## src/rtl/inst_prefetch_queue_pkg.sv

```systemverilog
// Shared CPU definitions for the instruction prefetch queue: fixed vectors,
// queue entry layout and the kernel-bit-preserving PC increment.
package inst_prefetch_queue_pkg;

  localparam logic [31:0] RESET_PC = 32'h8000_0000;
  localparam logic [31:0] ILLOP    = 32'h8000_0004;
  localparam logic [31:0] XADR     = 32'h8000_0008;

  typedef struct packed {
    logic [31:0] instr;
    logic [31:0] pc;
    logic [31:0] pc4;
  } pfqEntry_t;

  // Bit 31 is the kernel bit and never changes; the low 31 bits wrap.
  function automatic logic [31:0] pcPlus4(input logic [31:0] pc);
    return {pc[31], pc[30:0] + 31'd4};
  endfunction

endpackage

```

## src/rtl/inst_prefetch_queue_storage.sv

```systemverilog
// DEPTH-entry register FIFO holding {instr, pc, pc+4} for the prefetch queue.
// Flush clears occupancy and both pointers and wins over push/pop.
module pfq_storage
  import inst_prefetch_queue_pkg::*;
#(
  parameter int unsigned DEPTH = 4
) (
  input  logic                    clk_i,
  input  logic                    rst_ni,
  input  logic                    flush_i,
  input  logic                    push_i,
  input  logic                    pop_i,
  input  pfqEntry_t               wrData_i,
  output pfqEntry_t               rdData_o,
  output logic [$clog2(DEPTH):0]  count_o
);

  localparam int PW = $clog2(DEPTH);

  pfqEntry_t         mem_q [DEPTH];
  logic [PW-1:0]     rdPtr_q, rdPtr_d, wrPtr_q, wrPtr_d, headIdx;
  logic [PW:0]       count_q, count_d;

  always_comb begin
    rdPtr_d = rdPtr_q;
    wrPtr_d = wrPtr_q;
    count_d = count_q;
    if (flush_i) begin
      rdPtr_d = '0;
      wrPtr_d = '0;
      count_d = '0;
    end else begin
      if (push_i) wrPtr_d = wrPtr_q + PW'(1);
      if (pop_i)  rdPtr_d = rdPtr_q + PW'(1);
      if (push_i && !pop_i)      count_d = count_q + (PW+1)'(1);
      else if (pop_i && !push_i) count_d = count_q - (PW+1)'(1);
    end
  end

  always_ff @(posedge clk_i or negedge rst_ni) begin
    if (!rst_ni) begin
      rdPtr_q <= '0;
      wrPtr_q <= '0;
      count_q <= '0;
      for (int i = 0; i < int'(DEPTH); i++) mem_q[i] <= '0;
    end else begin
      rdPtr_q <= rdPtr_d;
      wrPtr_q <= wrPtr_d;
      count_q <= count_d;
      if (push_i && !flush_i) mem_q[wrPtr_q] <= wrData_i;
    end
  end

  // When empty, show the slot just behind the head so the fields keep the last popped entry.
  assign headIdx  = (count_q == '0) ? rdPtr_q - PW'(1) : rdPtr_q;
  assign rdData_o = mem_q[headIdx];
  assign count_o  = count_q;

endmodule

```

## src/rtl/inst_prefetch_queue.sv

```systemverilog
// Instruction prefetch stage: sequential ROM fetch into a small queue, drained by decode.
// Optional macro PFQ_PERF_EN adds saturating flush/stall cycle counters.
module inst_prefetch_queue
  import inst_prefetch_queue_pkg::*;
#(
  parameter int unsigned DEPTH    = 4,
  parameter logic [31:0] RESET_PC = inst_prefetch_queue_pkg::RESET_PC
) (
  input  logic                    clk_i,
  input  logic                    rst_ni,
  output logic                    romRd_o,
  output logic [31:0]             romAddr_o,
  input  logic [31:0]             romData_i,
  input  logic                    redirect_i,
  input  logic [31:0]             redirectPc_i,
  output logic                    instValid_o,
  input  logic                    instReady_i,
  output logic [31:0]             instruct_o,
  output logic [31:0]             instPc_o,
  output logic [31:0]             instPc4_o,
  output logic [$clog2(DEPTH):0]  count_o
`ifdef PFQ_PERF_EN
  ,
  output logic [15:0]             flushCnt_o,
  output logic [15:0]             stallCnt_o
`endif
);

  localparam int CW = $clog2(DEPTH) + 1;

  logic [31:0] fetchPc_q, fetchPc_d, issuedPc_q, issuedPc_d;
  logic        inflight_q, inflight_d;
  logic        issue, push, pop;
  logic [CW:0] occupancy;
  pfqEntry_t   wrEntry, headEntry;

  // Credit counts queued plus in-flight entries only, so a full queue can never overflow.
  assign occupancy   = {1'b0, count_o} + {{CW{1'b0}}, inflight_q};
  assign issue       = !redirect_i && (occupancy < (CW+1)'(DEPTH));
  assign romRd_o     = issue && rst_ni;
  assign romAddr_o   = fetchPc_q;
  assign instValid_o = (count_o != '0);
  assign push        = inflight_q && !redirect_i;
  assign pop         = instValid_o && instReady_i && !redirect_i;
  assign wrEntry     = '{instr: romData_i, pc: issuedPc_q, pc4: pcPlus4(issuedPc_q)};

  always_comb begin
    fetchPc_d  = fetchPc_q;
    issuedPc_d = issuedPc_q;
    inflight_d = 1'b0;
    if (redirect_i) begin
      fetchPc_d = {redirectPc_i[31:2], 2'b00};
    end else if (issue) begin
      fetchPc_d  = pcPlus4(fetchPc_q);
      issuedPc_d = fetchPc_q;
      inflight_d = 1'b1;
    end
  end

  always_ff @(posedge clk_i or negedge rst_ni) begin
    if (!rst_ni) begin
      fetchPc_q  <= RESET_PC;
      issuedPc_q <= '0;
      inflight_q <= 1'b0;
    end else begin
      fetchPc_q  <= fetchPc_d;
      issuedPc_q <= issuedPc_d;
      inflight_q <= inflight_d;
    end
  end

  pfq_storage #(
    .DEPTH (DEPTH)
  ) u_storage (
    .clk_i    (clk_i),
    .rst_ni   (rst_ni),
    .flush_i  (redirect_i),
    .push_i   (push),
    .pop_i    (pop),
    .wrData_i (wrEntry),
    .rdData_o (headEntry),
    .count_o  (count_o)
  );

  assign instruct_o = headEntry.instr;
  assign instPc_o   = headEntry.pc;
  assign instPc4_o  = headEntry.pc4;

`ifdef PFQ_PERF_EN
  logic [15:0] flushCnt_q, flushCnt_d, stallCnt_q, stallCnt_d;

  always_comb begin
    flushCnt_d = flushCnt_q;
    stallCnt_d = stallCnt_q;
    if (redirect_i && (flushCnt_q != 16'hFFFF))
      flushCnt_d = flushCnt_q + 16'd1;
    if (instReady_i && !instValid_o && (stallCnt_q != 16'hFFFF))
      stallCnt_d = stallCnt_q + 16'd1;
  end

  always_ff @(posedge clk_i or negedge rst_ni) begin
    if (!rst_ni) begin
      flushCnt_q <= '0;
      stallCnt_q <= '0;
    end else begin
      flushCnt_q <= flushCnt_d;
      stallCnt_q <= stallCnt_d;
    end
  end

  assign flushCnt_o = flushCnt_q;
  assign stallCnt_o = stallCnt_q;
`endif

endmodule

```

## config.mk

```make
export PLATFORM = sky130hd
export DESIGN_NAME = inst_prefetch_queue
export DESIGN_NICKNAME = d
export VERILOG_FILES = /design/src/rtl/inst_prefetch_queue_pkg.sv /design/src/rtl/inst_prefetch_queue_storage.sv /design/src/rtl/inst_prefetch_queue.sv
export SDC_FILE = /design/constraint.sdc
export NUM_CORES = 1
export LEC_CHECK = 0
export BUFFER_PORTS_ARGS = -buffer_cell sky130_fd_sc_hd__buf_2
export CORE_AREA = 2 2 258 260
export DETAILED_ROUTE_END_ITERATION = 10
export DIE_AREA = 0 0 260 262
export SYNTH_ARGS = -nofsm -noshare
export SYNTH_HDL_FRONTEND = slang
export SYNTH_SLANG_ARGS = --single-unit
```

## constraint.sdc

```tcl
create_clock -name clk_i -period 6.02 [get_ports clk_i]
set_clock_uncertainty 0.2 [all_clocks]
set_input_delay 0.301 -clock clk_i [delete_from_list [all_inputs] [get_ports clk_i]]
set_output_delay 0.301 -clock clk_i [all_outputs]
set_load 0.01 [all_outputs]
```

==> results of run 1 <==
routing by layer:
layer  vias to the layer above  part of all wire
met3                        82             0.069
li1                       6723                 -
met2                       452              0.48
met5                         -                 0
met1                      7221              0.43
met4                         0             0.025
power by group:
part	leakage, nW	internal [mW]	switching, mW
logic	5.05	2.55	3.06
registers	5.56	4.08	0.859
clock network	0.852	1.87	1.29
total	11.5	8.50	5.22
synth_stat cells (3+ instances only):
master | number | share of area
sky130_fd_sc_hd__xor2_1 | 27 | 0.012
sky130_fd_sc_hd__buf_4 | 10 | 0.0039
sky130_fd_sc_hd__mux4_2 | 91 | 0.11
sky130_fd_sc_hd__nand3_1 | 23 | 0.0059
sky130_fd_sc_hd__o21a_1 | 4 | 0.0015
sky130_fd_sc_hd__o21ai_1 | 3 | 0.00077
sky130_fd_sc_hd__nand4_1 | 11 | 0.0035
sky130_fd_sc_hd__clkbuf_1 | 81 | 0.016
sky130_fd_sc_hd__ha_1 | 6 | 0.0039
sky130_fd_sc_hd__xnor2_1 | 35 | 0.016
sky130_fd_sc_hd__buf_2 | 24 | 0.0062
sky130_fd_sc_hd__nor3_1 | 9 | 0.0023
sky130_fd_sc_hd__nor2_1 | 20 | 0.0039
sky130_fd_sc_hd__buf_1 | 18 | 0.0035
sky130_fd_sc_hd__and3_1 | 9 | 0.0029
sky130_fd_sc_hd__o21ai_0 | 133 | 0.034
sky130_fd_sc_hd__nand2_1 | 920 | 0.18
sky130_fd_sc_hd__mux2_1 | 8 | 0.0046
sky130_fd_sc_hd__buf_6 | 11 | 0.0064
sky130_fd_sc_hd__mux2_2 | 24 | 0.014
sky130_fd_sc_hd__inv_1 | 9 | 0.0017
sky130_fd_sc_hd__nor4_1 | 9 | 0.0029
sky130_fd_sc_hd__and2_1 | 8 | 0.0026
sky130_fd_sc_hd__dfrtp_1 | 431 | 0.55
registers in the layout, summed over array words and instances, names as in the netlist:
register	flops
u_storage.mem_q	364
issuedPc_q	30
romAddr_o	30
u_storage.count_o	3
u_storage.rdPtr_q	2
u_storage.wrPtr_q	2
inflight_q	1
area by class of cell:
| cell class | count | area (um^2) |
|---|---|---|
| Fill cell | 6482 | 41870 |
| Sequential cell | 432 | 10810 |
| Multi-Input combinational cell | 1368 | 7971 |
| Timing Repair Buffer | 273 | 1777 |
| Clock buffer | 62 | 1388 |
| Tap cell | 864 | 1081 |
| Clock inverter | 30 | 339.1 |
| Inverter | 9 | 33.78 |
timing repair:
item                                   CTS  global route
hold buffers                            64             0
endpoints found under the hold margin  245             0
resized for setup                        0             0
critical path, delay by kind of cell, from the launching register on:
family / cells / cell delay [ns]
buffers and inverters: 2 / 1.09
and+or+nand+nor: 2 / 0.73
xor gates and xnor gates: 1 / 0.15
muxes: 1 / 0.50
DFF: 1 / 0.47
cells by family (layout without fill, tap and decap cells):
family                   Yosys count  after routing  synth area share
multiplexers                     125            125            0.1249
AND/OR/NAND/NOR                 1023           1023            0.2087
AO/OA/AOI/OAI                    144            144           0.03828
adder cells (fa/ha/maj)            7              7          0.004889
buffers and inverters            155            374           0.03776
XOR/XNOR                          63             63           0.02934
other                              1              6         0.0001928
flip-flops                       432            432            0.5559
per-stage QoR:
step | util | area [um^2] | setup WS (ns) | total power [mW] | hold WS, ns
finish | 0.3585 | 23400 | 1.964 | 13.72 | 0.1370
global route | 0.3585 | 23400 | 1.859 | 14.64 | 0.1630
CTS | 0.3585 | 23400 | 1.920 | 13.94 | 0.1022
detailed placement | 0.3222 | 21030 | 2.274 | 10.67 | 0.1908
global placement | 0.3222 | 21030 | 2.328 | 10.46 | 0.1754
floorplan | - | 19470 | 3.239 | 8.605 | -0.1946
worst paths after layout:
check / to / cells after the start / slack [ns] / start
max: instPc_o[16] / 6 / 1.96 / u_storage.count_o[0]
min: romAddr_o[27] / 2 / 0.14 / rst_ni
max reg2reg: u_storage.mem_q[98] / 5 / 2.50 / inflight_q
min reg2reg: u_storage.mem_q[277] / 2 / 0.27 / u_storage.mem_q[277]
max in group asynchronous: u_storage.mem_q[182] / 3 / 4.12 / rst_ni
min in group clk_i: romAddr_o[2] / 4 / 0.15 / redirect_i
==> impl_metrics.sql, run 1 <==
INSERT INTO impl_metrics (metric_group, metric, value, unit) VALUES
('yosys', 'post_synth_instance_area', '19450', 'um^2'),
('timing', 'max_freq', '0.2465', 'GHz'),
('place', 'placement.io_buffers', '192', ''),
('floorplan', 'initial_utilization', '0.2979', ''),
('clock_network', 'cts-buffers-inserted', '50', ''),
('cells_and_area', 'nets', '2209', ''),
('place', 'gpl.final_weighted_congestion', '0.8101', ''),
('power', 'power_density', '586.2', 'nW/um^2'),
('timing', 'tns', '0', 'ns'),
('yosys', 'number_of_enable_type_register_cells_in_the_synthesized_netlist', '0', ''),
('clock_network', 'tritoncts_clock_tree', 'yes', ''),
('cells_and_area', 'layout.cells.non_filler', '3038', ''),
('worst_setup_path', 'max_stage_delay', '0.91', 'ns'),
('floorplan', 'number_of_primary_i_o_pins', '201', ''),
('route', 'via_count', '14480', ''),
('yosys', 'synth_seq_cells', '432', ''),
('floorplan', 'fp.dieArea', '68120', 'um^2'),
('timing', 'slew_headroom', '0.2291', ''),
('global_routing', 'grt.total_usage', '0.1609', ''),
('route', 'drtIter0Drc', '1153', ''),
('timing', 'final-hold-violation-count', '0', ''),
('route', 'drc_errors', '0', ''),
('global_routing', 'overflow', '0', ''),
('timing', 'finalCritPeriodShare', '0.6738', ''),
('place', 'dpl.cell_count', '2882', ''),
('timing', 'rsz_0062_raised_after_global_routing', 'no', ''),
('global_routing', 'maximum_number_of_pins_on_one_net_before_global_route_repair', '154', ''),
('run_status', 'run_status', 'finished, final reports clean', ''),
('worst_setup_path', 'cp_cell_sequence', 'or3_1 > nor2_2 > xnor2_2 > buf_4 > mux4_2 > buf_2', ''),
('floorplan', 'fp.dieH', '262', 'um'),
('worst_setup_path', 'worst_endpoint_data_arrival_time', '3.56', 'ns'),
('route', 'drtPass1Iterations', '5', ''),
('worst_setup_path', 'worst_setup_start_kind', 'flop', ''),
('clock_network', 'htree_levels', '2', ''),
('flow_run', 'max_cap_violations', '0', ''),
('route', 'wl', '54290', 'um'),
('route', 'drtAntennaViolNets', '0', ''),
('yosys', 'yosys_warnings', '0', ''),
('worst_setup_path', 'critical_path_class', 'flop to output port', ''),
('place', 'hpwl', '33050', 'um'),
('power', 'vdd_ir_drop_max', '0.6758', 'mV'),
('global_routing', 'grt_pass1_wl', '85020', 'um'),
('yosys', 'yosys.cell_types.count', '45', ''),
('yosys', 'postSynth.topFlopCell', 'sky130_fd_sc_hd__dfrtp_1', ''),
('global_routing', 'busiest_layer', 'met2', ''),
('floorplan', 'floorplan.die.width', '260', 'um'),
('min_path', 'worst_hold_path_type', 'primary input to async pin', ''),
('timing', 'finalCriticalPeriod', '4.056', 'ns'),
('cells_and_area', 'post_route_cells_drive_above_1_share', '0.1987', ''),
('worst_setup_path', 'timing.critical_path.fanout_max', '66', ''),
('global_routing', 'antenna_violations_before_repair', '0', ''),
('clock_network', 'root_buffer', 'sky130_fd_sc_hd__clkbuf_16', ''),
('global_routing', 'globalRouteMet1Util', '0.2085', ''),
('yosys', 'async_reset_ff_frac', '1.000', ''),
('floorplan', 'rows', '94', ''),
('global_routing', 'global_route.usage.met2', '0.2658', ''),
('global_routing', 'first_global_vias', '14970', ''),
('route', 'avgViaCountPerCell', '4.766', ''),
('clock_network', 'cts-root-to-sink-buffers', '3', ''),
('cells_and_area', 'layout.cells.most_common', 'sky130_fd_sc_hd__nand2_1', ''),
('cells_and_area', 'areaGrowthSynthToFinish', '20.32', '%'),
('clock_network', 'insertion_delay', '0.59', 'ns'),
('cells_and_area', 'commonest_non_fill_non_tap_cells_in_the_layout', 'sky130_fd_sc_hd__nand2_1 (916), sky130_fd_sc_hd__dfrtp_1 (431), sky130_fd_sc_hd__buf_2 (191), sky130_fd_sc_hd__o21ai_0 (133), sky130_fd_sc_hd__mux4_2 (91)', ''),
('clock_network', 'cts.clk_slew.worst_paths', '0.06', 'ns'),
('timing', 'max_slew_violation_total_from_the_final_report', '0', ''),
('timing', 'setup_viol', '0', ''),
('floorplan', 'core-area', '65280', 'um^2'),
('route', 'routed_wire_length_per_instance', '17.87', 'um'),
('clock_network', 'cts_post_setup_buffers_inserted', '0', ''),
('cells_and_area', 'antenna-diode-count', '0', ''),
('power', 'power_leakage', '11.46', 'nW'),
('worst_setup_path', 'timing.critical_path.to_type', 'output port', ''),
('yosys', 'post_synth_inst_count', '1950', ''),
('yosys', 'synth_area_per_cell', '9.974', 'um^2'),
('clock_network', 'tritoncts_num_sinks', '432', ''),
('worst_setup_path', 'worst-endpoint-required', '5.52', 'ns'),
('global_routing', 'groute.layer.met3.usage', '0.03540', ''),
('worst_setup_path', 'crit_slowest_cell', 'sky130_fd_sc_hd__buf_4', ''),
('timing', 'worst_pin_slew', '1.156', 'ns'),
('yosys', 'yosysSeqAreaShare', '0.5559', '');
(Power assumes the default switching activity.)
==> inputs of run 2 (changes only) <==
--- a/config.mk
+++ b/config.mk
@@ -5,10 +5,11 @@
 export SDC_FILE = /design/constraint.sdc
 export NUM_CORES = 1
 export LEC_CHECK = 0
+export ABC_AREA = 1
 export BUFFER_PORTS_ARGS = -buffer_cell sky130_fd_sc_hd__buf_2
-export CORE_AREA = 2 2 258 260
+export CORE_AREA = 2 2 265 267
 export DETAILED_ROUTE_END_ITERATION = 10
-export DIE_AREA = 0 0 260 262
+export DIE_AREA = 0 0 267 269
 export SYNTH_ARGS = -nofsm -noshare
 export SYNTH_HDL_FRONTEND = slang
 export SYNTH_SLANG_ARGS = --single-unit
==> constraint.sdc (replaced) <==
create_clock -name clk_i -period 4 [get_ports clk_i]
set_clock_uncertainty 0.2 [all_clocks]
set_input_delay 0.2 -clock clk_i [delete_from_list [all_inputs] [get_ports clk_i]]
set_output_delay 0.2 -clock clk_i [all_outputs]
set_load 0.01 [all_outputs]
==> run 2 against run 1 <==
Effect of this change: the run now ends with negative hold slack left; first-iteration DRC count up 30%; critical path depth up 3; combinational power up 61%; largest cell class unchanged.
==> impl_metrics.sql, run 2 <==
INSERT INTO impl_metrics (metric_group, metric, value, unit) VALUES
('flow_run', 'max_cap_violations', '0', ''),
('floorplan', 'fp.dieArea', '71820', 'um^2'),
('worst_setup_path', 'cp_cell_sequence', 'inv_2 > nand3_4 > inv_2 > nand2_1 > nand2_8 > buf_4 > o21ai_0 > o21ai_1 > buf_2', ''),
('yosys', 'async_reset_ff_frac', '1.000', ''),
('clock_network', 'cts.clk_slew.worst_paths', '0.06', 'ns'),
('cells_and_area', 'multi_input_comb_area', '8387', 'um^2'),
('global_routing', 'overflow', '0', ''),
('cells_and_area', 'layout.core_utilization', '0.3552', ''),
('cells_and_area', 'regMostFlops', 'u_storage.mem_q', ''),
('clock_network', 'root_buffer', 'sky130_fd_sc_hd__clkbuf_16', ''),
('global_routing', 'antenna_violations_before_repair', '0', ''),
('yosys', 'yosys.cell_types.count', '36', ''),
('yosys', 'synthTopCellsByArea', 'sky130_fd_sc_hd__dfrtp_1 (53%), sky130_fd_sc_hd__nand2_1 (19%), sky130_fd_sc_hd__o21ai_0 (10%)', ''),
('cells_and_area', 'commonest_non_fill_non_tap_cells_in_the_layout', 'sky130_fd_sc_hd__nand2_1 (1026), sky130_fd_sc_hd__dfrtp_1 (431), sky130_fd_sc_hd__o21ai_0 (420), sky130_fd_sc_hd__buf_2 (191), sky130_fd_sc_hd__nor2_1 (182)', ''),
('worst_setup_path', 'worst_endpoint_data_arrival_time', '2.96', 'ns'),
('route', 'avgViaCountPerCell', '4.641', ''),
('cells_and_area', 'areaGrowthSynthToFinish', '19.83', '%'),
('cells_and_area', 'largest_register_ff_count', '364', ''),
('timing', 'finalCriticalPeriod', '3.363', 'ns'),
('yosys', 'synth.most_common_cell', 'sky130_fd_sc_hd__nand2_1', ''),
('worst_setup_path', 'max_stage_delay', '0.65', 'ns'),
('floorplan', 'rows', '97', ''),
('route', 'drtPass1Iterations', '6', ''),
('yosys', 'postSynth.topFlopCell', 'sky130_fd_sc_hd__dfrtp_1', ''),
('clock_network', 'cts-buffers-inserted', '48', ''),
('floorplan', 'initial_utilization', '0.2964', ''),
('timing', 'worst_pin_slew', '0.8506', 'ns'),
('yosys', 'post_synth_instance_area', '20540', 'um^2'),
('yosys', 'synth_seq_cells', '432', ''),
('yosys', 'yosysSeqAreaShare', '0.5263', ''),
('worst_setup_path', 'worst_setup_start_kind', 'flop', ''),
('clock_network', 'cts-root-to-sink-buffers', '3', ''),
('worst_setup_path', 'path_length_in_cells_of_the_critical_path', '9', ''),
('yosys', 'synth.top_cell.area_share', '0.5250', ''),
('cells_and_area', 'post_route_cells_drive_above_1_share', '0.1158', ''),
('worst_setup_path', 'crit_slowest_cell', 'sky130_fd_sc_hd__buf_4', ''),
('place', 'placement.io_buffers', '192', ''),
('timing', 'timing.hold.ws', '-0.002002', 'ns'),
('run_status', 'run_status', 'finished with violations', ''),
('power', 'p_clk_frac', '0.216', ''),
('floorplan', 'floorplan.die.width', '267', 'um'),
('power', 'vdd_ir_drop_max', '0.4725', 'mV'),
('yosys', 'synthDominantAreaCellType', 'sky130_fd_sc_hd__dfrtp_1', ''),
('clock_network', 'insertion_delay', '0.60', 'ns'),
('global_routing', 'first_global_vias', '16670', ''),
('clock_network', 'tritoncts_num_sinks', '432', ''),
('place', 'gpl.final_weighted_congestion', '0.8801', ''),
('yosys', 'synth_area_per_cell', '7.778', 'um^2'),
('clock_network', 'tritoncts_clock_tree', 'yes', ''),
('power', 'seq_power_share', '0.348', ''),
('cells_and_area', 'num-fill-cells', '7314', ''),
('cells_and_area', 'nets', '2905', ''),
('global_routing', 'grt.total_usage', '0.1681', ''),
('route', 'drtAntennaViolNets', '0', ''),
('route', 'wl', '60390', 'um'),
('power', 'power_density', '844.3', 'nW/um^2'),
('global_routing', 'grt_pass1_wl', '95520', 'um'),
('run_status', 'violations', 'negative hold slack', ''),
('timing', 'max_slew_violation_total_from_the_final_report', '0', ''),
('timing', 'rsz_0062_raised_after_global_routing', 'no', ''),
('worst_setup_path', 'worstRegToRegCells', '6', ''),
('cells_and_area', 'seq_area', '10810', 'um^2'),
('timing', 'slew_headroom', '0.4329', ''),
('route', 'drc_errors', '0', ''),
('power', 'finalPower', '20.78', 'mW'),
('place', 'hpwl', '37550', 'um'),
('worst_setup_path', 'timing.critical_path.to_type', 'output port', ''),
('floorplan', 'fp.dieH', '269', 'um'),
('timing', 'final-hold-violation-count', '2', ''),
('worst_setup_path', 'critical-path-top-delay-family', 'buffers and inverters', ''),
('floorplan', 'number_of_primary_i_o_pins', '201', ''),
('worst_setup_path', 'timing.critical_path.fanout_max', '68', ''),
('route', 'routed_wire_length_per_instance', '15.86', 'um'),
('yosys', 'post_synth_inst_count', '2641', ''),
('timing', 'setup_viol', '0', ''),
('clock_network', 'cts_post_setup_buffers_inserted', '0', ''),
('power', 'power.share.switching', '0.4379', ''),
('route', 'via_count', '17670', ''),
('route', 'drtIter0Drc', '1499', ''),
('yosys', 'number_of_enable_type_register_cells_in_the_synthesized_netlist', '0', ''),
('power', 'power_leakage', '12.16', 'nW'),
('global_routing', 'maximum_number_of_pins_on_one_net_before_global_route_repair', '152', ''),
('yosys', 'yosys_warnings', '0', ''),
('worst_setup_path', 'critical_path_class', 'flop to output port', ''),
('cells_and_area', 'antenna-diode-count', '0', ''),
('min_path', 'worst_hold_path_type', 'primary input to async pin', ''),
('timing', 'max_freq', '0.2973', 'GHz'),
('yosys', 'synthTopCellsByCount', 'sky130_fd_sc_hd__nand2_1 (1031), sky130_fd_sc_hd__dfrtp_1 (431), sky130_fd_sc_hd__o21ai_0 (420), sky130_fd_sc_hd__nor2_1 (182), sky130_fd_sc_hd__inv_1 (151)', ''),
('worst_setup_path', 'worstPathBufferInverterCount', '4', ''),
('power', 'total_switching_power', '9.102', 'mW'),
('worst_setup_path', 'worst-endpoint-required', '3.60', 'ns'),
('cells_and_area', 'layout.cells.most_common', 'sky130_fd_sc_hd__nand2_1', ''),
('floorplan', 'core-area', '69300', 'um^2'),
('timing', 'finalCritPeriodShare', '0.8408', ''),
('timing', 'tns', '0', 'ns'),
('clock_network', 'htree_levels', '2', ''),
('worst_setup_path', 'crit_top_cell', 'sky130_fd_sc_hd__inv_2', ''),
('power', 'p_int', '11.68', 'mW'),
('power', 'share_comb_of_total_power', '0.436', '');
## run 2: cell count changes in the layout (fill, tap and decap cells not counted), sizes merged, moves of 9 or more
cell,delta
a21oi,+10
and3,-9
buf,+10
inv,+145
mux2,-32
mux4,-91
nand2,+113
nand3,+31
nor2,+165
nor4,-12
o211ai,+30
o21ai,+383
xnor2,-32
## run 2: power groups by stage
stage,Clock [mW],Combinational (mW),Sequential [mW]
finish,4.50,9.06,7.22
detailed placement,0,9.15,7.26
global placement,0,9.07,7.22
CTS,4.63,9.25,7.20
floorplan,0,5.82,6.99
global route,4.78,10.3,7.45
## run 2: area by class of cell
| class | instances | share of cell area |
|---|---|---|
| repair buffers | 291 | 0.08255 |
| clock buffers | 64 | 0.05408 |
| flip-flops and latches | 432 | 0.4392 |
| well taps | 940 | 0.04778 |
| clock inverters | 24 | 0.01103 |
| inverters | 160 | 0.02465 |
| multi-input cells | 1897 | 0.3407 |
## run 2: per-stage QoR
| stage | cells | cell area [um^2] | hold WS, ns | worst slack (ns) |
|---|---|---|---|---|
| global route | 3808 | 24620 | 0.07785 | 0.4190 |
| global placement | 3648 | 22290 | 0.05980 | 1.280 |
| detailed placement | 3648 | 22290 | 0.06437 | 1.261 |
| finish | 3808 | 24620 | -0.002002 | 0.6366 |
| floorplan | 2646 | 20560 | -0.2956 | 1.872 |
| CTS | 3808 | 24620 | 0.04738 | 0.6236 |
## run 2: cell families (layout without fill, tap and decap cells)
family | after synthesis | after routing | synth area share
AOI/OAI and AO/OA | 569 | 569 | 0.1461
xor gates and xnor gates | 24 | 24 | 0.01023
adders and majority gates | 7 | 7 | 0.004629
buffers and inverters | 317 | 539 | 0.06907
DFF | 432 | 432 | 0.5263
other | 1 | 6 | 0.0001826
and+or+nand+nor | 1291 | 1291 | 0.2435
## run 2: metal layers
metal / share of wire / vias to the layer above / track usage
met3: 0.056 / 67 / 0.02639
li1: - / 8782 / -
met4: 0.020 / 0 / 0.04084
met2: 0.45 / 471 / 0.2655
met1: 0.48 / 8354 / 0.2412
met5: 0 / - / 0
## run 2: what timing repair did
| item | CTS | global route |
|---|---|---|
| endpoints found under the hold margin | 263 | 0 |
| hold buffers | 72 | 0 |
| gates resized for setup | 0 | 0 |
## run 2: worst paths after layout
kind	from	end	slack, ns
setup / recovery	u_storage.count_o[2]	instPc_o[31]	0.64
hold / removal	rst_ni	u_storage.count_o[2]	-0.002
setup reg to reg	inflight_q	u_storage.mem_q[120]	1.53
hold reg to reg	u_storage.mem_q[27]	u_storage.mem_q[27]	0.27
max in group asynchronous	rst_ni	u_storage.mem_q[69]	2.42
min in group clk_i	redirectPc_i[13]	romAddr_o[13]	0.16
## run 2: worst reg2reg max path: stages (launching register included)
cell                      delay, ns
sky130_fd_sc_hd__dfrtp_1       0.38
sky130_fd_sc_hd__inv_1         0.08
sky130_fd_sc_hd__nor2_4        0.29
sky130_fd_sc_hd__nand2_4       0.44
sky130_fd_sc_hd__inv_1         0.77
sky130_fd_sc_hd__nand2_1       0.14
sky130_fd_sc_hd__nand2_1       0.09
